**config.mk**
```make
export PLATFORM = sky130hd
export DESIGN_NAME = seq_divider
export DESIGN_NICKNAME = d
export VERILOG_FILES = /design/src/rtl/div_pkg.sv /design/src/rtl/div_step.sv /design/src/rtl/seq_divider.sv
export SDC_FILE = /design/constraint.sdc
export NUM_CORES = 1
export LEC_CHECK = 0
export ABC_AREA = 1
export BUFFER_PORTS_ARGS = -buffer_cell sky130_fd_sc_hd__buf_4
export CORE_MARGIN = 5
export CORE_UTILIZATION = 45
export DETAILED_ROUTE_END_ITERATION = 10
export MAX_ROUTING_LAYER = met4
export PLACE_DENSITY_LB_ADDON = 0.05
export SLEW_MARGIN = 10
export SYNTH_ARGS = -nofsm -noshare
export SYNTH_HDL_FRONTEND = slang
export SYNTH_HIERARCHICAL = 1
export SYNTH_SLANG_ARGS = --single-unit
```
**constraint.sdc**
```tcl
create_clock -name clk -period 5.3 [get_ports clk]
set_input_delay 0.795 -clock clk [delete_from_list [all_inputs] [get_ports clk]]
set_output_delay 0.795 -clock clk [all_outputs]
set_load 0.01 [all_outputs]
```
**src/rtl/div_pkg.sv**
```systemverilog
// Shared types and helpers for the sequential restoring divider.
// Operand widths up to DIV_MAX_W bits go through the common negate helper.
package div_pkg;

    typedef enum logic [1:0] {
        IDLE,
        DIVIDE,
        FIX,
        DONE
    } div_state_t;

    localparam int DIV_MAX_W = 64;

    // Two's-complement negate when neg is set; callers truncate back to their width.
    function automatic logic [DIV_MAX_W-1:0] cond_neg(input logic [DIV_MAX_W-1:0] v,
                                                      input logic                 neg);
        return neg ? -v : v;
    endfunction

endpackage

```
**src/rtl/div_step.sv**
```systemverilog
// One restoring-division iteration: shift {r,q} left, trial-subtract d, keep or restore.
module div_step #(
    parameter int WIDTH = 16
) (
    input  logic [WIDTH-1:0] r,
    input  logic [WIDTH-1:0] q,
    input  logic [WIDTH-1:0] d,
    output logic [WIDTH-1:0] r_next,
    output logic [WIDTH-1:0] q_next
);

    logic [WIDTH:0] shifted;
    logic [WIDTH:0] trial;

    // r < d always holds, so the trial fits WIDTH+1 signed bits and its MSB is the sign.
    always_comb begin
        shifted = {r, q[WIDTH-1]};
        trial   = shifted - {1'b0, d};
        q_next  = {q[WIDTH-2:0], ~trial[WIDTH]};
        r_next  = trial[WIDTH] ? shifted[WIDTH-1:0] : trial[WIDTH-1:0];
    end

endmodule

```
**src/rtl/seq_divider.sv**
```systemverilog
// Multi-cycle signed/unsigned restoring divider with start/in_ready request and
// valid/out_ready result handshake.
//
//   state  | meaning
//   IDLE   | in_ready=1, waiting for start
//   DIVIDE | one restoring iteration per cycle, WIDTH cycles
//   FIX    | apply result signs (or divide-by-zero values), load output registers
//   DONE   | valid=1, results held until out_ready
module seq_divider
    import div_pkg::*;
#(
    parameter int WIDTH = 16
) (
    input  logic             clk,
    input  logic             rst,
    input  logic             start,
    input  logic             is_signed,
    input  logic [WIDTH-1:0] dividend,
    input  logic [WIDTH-1:0] divisor,
    output logic             in_ready,
    output logic             busy,
    output logic             valid,
    input  logic             out_ready,
    output logic [WIDTH-1:0] quotient,
    output logic [WIDTH-1:0] remainder,
    output logic             div_by_zero,
    output logic             overflow
);

    localparam int CNT_W = $clog2(WIDTH + 1);
    localparam logic [CNT_W-1:0] LAST_STEP = CNT_W'(WIDTH - 1);

    div_state_t       state;
    div_state_t       state_nxt;
    logic [CNT_W-1:0] cnt;

    logic [WIDTH-1:0] r_reg;
    logic [WIDTH-1:0] q_reg;
    logic [WIDTH-1:0] d_reg;
    logic [WIDTH-1:0] raw_dvd;
    logic             q_sign;
    logic             r_sign;
    logic             dz_flag;
    logic             ovf_flag;

    logic [WIDTH-1:0] r_next;
    logic [WIDTH-1:0] q_next;
    logic [WIDTH-1:0] mag_dvd;
    logic [WIDTH-1:0] mag_dvs;
    logic             dvd_neg;
    logic             dvs_neg;
    logic             dvs_zero;
    logic             min_by_m1;

    div_step #(.WIDTH(WIDTH)) u_step (
        .r      (r_reg),
        .q      (q_reg),
        .d      (d_reg),
        .r_next (r_next),
        .q_next (q_next)
    );

    // MIN keeps its own bit pattern under negation, which is exactly its unsigned magnitude.
    always_comb begin
        dvd_neg   = is_signed & dividend[WIDTH-1];
        dvs_neg   = is_signed & divisor[WIDTH-1];
        mag_dvd   = WIDTH'(cond_neg(DIV_MAX_W'(dividend), dvd_neg));
        mag_dvs   = WIDTH'(cond_neg(DIV_MAX_W'(divisor), dvs_neg));
        dvs_zero  = (divisor == '0);
        min_by_m1 = is_signed && (dividend == {1'b1, {(WIDTH-1){1'b0}}}) && (divisor == '1);
    end

    always_comb begin
        state_nxt = state;
        in_ready  = 1'b0;
        busy      = 1'b0;
        valid     = 1'b0;
        case (state)
            IDLE: begin
                in_ready = 1'b1;
                // Divide-by-zero skips the iterations but still passes through FIX,
                // so its result is presented one cycle after acceptance.
                if (start) state_nxt = dvs_zero ? FIX : DIVIDE;
            end
            DIVIDE: begin
                busy = 1'b1;
                if (cnt == LAST_STEP) state_nxt = FIX;
            end
            FIX: begin
                busy      = 1'b1;
                state_nxt = DONE;
            end
            DONE: begin
                valid = 1'b1;
                if (out_ready) state_nxt = IDLE;
            end
            default: state_nxt = IDLE;
        endcase
    end

    always_ff @(posedge clk) begin
        if (rst) begin
            state       <= IDLE;
            cnt         <= '0;
            r_reg       <= '0;
            q_reg       <= '0;
            d_reg       <= '0;
            raw_dvd     <= '0;
            q_sign      <= 1'b0;
            r_sign      <= 1'b0;
            dz_flag     <= 1'b0;
            ovf_flag    <= 1'b0;
            quotient    <= '0;
            remainder   <= '0;
            div_by_zero <= 1'b0;
            overflow    <= 1'b0;
        end else begin
            state <= state_nxt;
            case (state)
                IDLE: begin
                    if (start) begin
                        cnt         <= '0;
                        r_reg       <= '0;
                        q_reg       <= mag_dvd;
                        d_reg       <= mag_dvs;
                        raw_dvd     <= dividend;
                        q_sign      <= dvd_neg ^ dvs_neg;
                        r_sign      <= dvd_neg;
                        dz_flag     <= dvs_zero;
                        ovf_flag    <= min_by_m1;
                        div_by_zero <= 1'b0;
                        overflow    <= 1'b0;
                    end
                end
                DIVIDE: begin
                    r_reg <= r_next;
                    q_reg <= q_next;
                    cnt   <= cnt + CNT_W'(1);
                end
                FIX: begin
                    if (dz_flag) begin
                        quotient    <= '1;
                        remainder   <= raw_dvd;
                        div_by_zero <= 1'b1;
                        overflow    <= 1'b0;
                    end else begin
                        quotient    <= WIDTH'(cond_neg(DIV_MAX_W'(q_reg), q_sign));
                        remainder   <= WIDTH'(cond_neg(DIV_MAX_W'(r_reg), r_sign));
                        div_by_zero <= 1'b0;
                        overflow    <= ovf_flag;
                    end
                end
                default: ;
            endcase
        end
    end

endmodule

```
==> key figures <==
Clock tree
  • CTS tree: built
  • Worst-Skew Late Latency: 0.36 ns
  • Clock Tree Buf Depth: 2
  • Reg clk slew, reported paths: 0.07 ns
  • # Post-CTS Setup Buffers: 0
  • TritonCTS buffer count: 9
  • Post-CTS Resized: 0
  • Root buffer cell: clkbuf_16
  • Hold buffers post-CTS: 0
  • Clk sinks: 109
  • H-tree Lvls: 3

Placed design
  • DP HPWL: about 16000 µm
  • Port Buffers: 73
  • # placed instances: 1434
  • Gp weighted congestion: approximately 0.92

Global route
  • Vias in the first global route: 6895
  • Largest net degree at the start of global routing: 64
  • Tot GR Track Use: between 20 and 25%
  • Initial antenna violation count: 0
  • First-pass GRT wire length: 34600 µm
  • Global route overflow: 0

Timing
  • Pins over their slew limit: 0
  • Setup violators final: 0
  • Rel. slew slack: 28.3%
  • Hold Worst Slack: 0.451 ns
  • Peak Freq: 335 MHz
  • RSZ-0062 raised after global routing: false
  • Period Utilization, post-route: roughly 56%
  • Clock skew: about 0.0095 ns
  • Final Critical Period: between 2 and 3 ns
  • Slew @ Worst Pin: 1.07 ns
  • Final setup TNS: 0 ns
  • Hold Vio Cnt, Final: 0

Layout
  • Final net count: 1291
  • Share of layout cells above drive strength 1: 12.4%
  • Area grow syn2layout: 10.4%
  • Multi-input logic area: 4330 µm²
  • Layout Cells excl Fill: 1450
  • Area occupied by registers: 2180 µm²
  • Number of fill cells: between 1500 and 2000
  • Antenna cell count: 0

Logic synthesis
  • Syn Area/Cell: ~6.3 µm²
  • Ys async rst share: 0%
  • Syn Nets: roughly 1300
  • Leading area contributor after synthesis: dfxtp_1
  • Register area share after synthesis: 28.9%
  • Mapped Cells: 1196
  • Synth Warn #: 6
  • Post-synth EDFFs: 0
  • Mapped Area: 7540 µm²
  • Main synth FF type: dfxtp_1
  • Most common cell in the netlist: nand2_1
  • Post-synthesis register bit count: around 110
  • Area share of the leading cell type in the synthesized netlist: 28.9%
  • Post-synth top cells: nand2_1 (324), inv_1 (165), dfxtp_1 (109)
  • Library cells used by synthesis: 50
  • Synth area leaders: dfxtp_1 (29%), nand2_1 (16%), inv_1 (8.2%), nand3_1 (6.2%), a21oi_1 (5.8%)

Setup path
  • Critical Path AT: 3.27 ns
  • Crit path launch: state[0]
  • CP Class: reg -> reg
  • Worst Path Max Fanout: 41
  • Worst r2r dst: overflow
  • Critical path data required time: 5.59 ns
  • Flop2flop setup slack: 2.32 ns
  • Crit path capture type: flop
  • Critical path capture point: overflow
  • FF-to-FF Start: state[0]
  • Worst reg2reg path depth: 8
  • CP Launch Type: flop

Drt
  • ANT nets after route: 0
  • Number of detailed-route iterations in the first pass: 5
  • Residual DRC: 0
  • Vias: between 7000 and 8000
  • Final WL: 21000 µm
  • DR iter-0 viols: 424
  • Drt wl/cell: 14.5 µm
  • Vias per cell: 5.06

Hold path
  • Min-Delay Path Class: reg -> reg

Floorplan
  • Cell Rows: 47
  • Die ar.: around 19000 µm²
  • Num ports: 74
  • Chip Height: 139 µm
  • Initial Utilization: 45.6%
  • Core footprint: 16500 µm²
  • Die X: 139 µm

Power
  • Worst vdd ir: 279 µV
  • P_leak: 3.94 nW
  • Power per cell area: 472 nW/µm²

Job
  • Max Cap Violations: 0

Status
  • Status: complete, no violations
[placed cells by master, fill, tap and decap left out, types with 22 or more instances in the layout]
cell type	instances
nand3_1	94
o21ai_0	64
a21oi_1	87
inv_1	164
nand2_2	22
nand2_1	324
buf_4	76
dfxtp_1	109
nor2_1	101
ha_1	28
[through the flow]
step / setup WS, ns / total power, mW / util, % / cell area (µm²)
2_1_floorplan: 3.17 / 2.86 / - / 7540
3_3_place_gp: 2.65 / 3.24 / 48.6 / 8020
3_5_place_dp: 2.64 / 3.26 / 48.6 / 8020
4_1_cts: 2.63 / 3.95 / 50.4 / 8320
5_1_grt: 1.95 / 4.29 / 50.4 / 8320
6_report: 2.32 / 3.93 / 50.4 / 8320
[per-layer routing]
layer	part of all wire, %	up-vias	global-route usage [%]
met3	3.2	11	3.53
li1	-	3877	-
met2	45	126	34.3
met1	51	3317	31.1
met5	0	-	-
met4	0.73	0	3.91
[worst max-delay path, stage by stage, from the launching register on]
cell and delay (ns):
dfxtp_1 0.37, inv_1 0.10, ha_1 0.28, nand2_1 0.08, buf_4 0.33, clkinv_1 0.93, a21oi_1 0.53, o21ai_0 0.13
a21oi_1 0.14
[final cells by class]
type | count | area share [%]
multi-input cells | 852 | 52.0
inverters | 177 | 8.01
repair buffers | 76 | 6.85
flip-flops and latches | 109 | 26.2
clock inverters | 7 | 0.917
well taps | 220 | 3.31
clock buffers | 9 | 2.71
[worst min-delay path by stage]
stage	from	depth (start not counted)	end	slack [ns]
2_1_floorplan	raw_dvd[11]	2	raw_dvd[11]	0.42
3_3_place_gp	raw_dvd[15]	2	raw_dvd[15]	0.44
3_5_place_dp	overflow	2	overflow	0.44
4_1_cts	raw_dvd[15]	2	raw_dvd[15]	0.46
5_1_grt	raw_dvd[5]	2	raw_dvd[5]	0.47
6_report	raw_dvd[15]	2	raw_dvd[15]	0.45
[power by group]
group          total, mW  switching (mW)  internal (mW)
Clock              0.691           0.323          0.368
Combinational       2.08            1.38          0.700
Sequential          1.16           0.161           1.00
[cell families (layout without fill, tap and decap cells)]
family / count (synthesis) / in the layout / share of synthesized area [%]
AOI/OAI and AO/OA: 211 / 211 / 15.7
xor gates and xnor gates: 13 / 13 / 1.51
adders and majority gates: 29 / 29 / 4.91
buffers and inverters: 235 / 269 / 13.7
DFF: 109 / 109 / 28.9
and+or+nand+nor: 599 / 599 / 35.2
No activity file was read; power rests on OpenSTA's default activity.
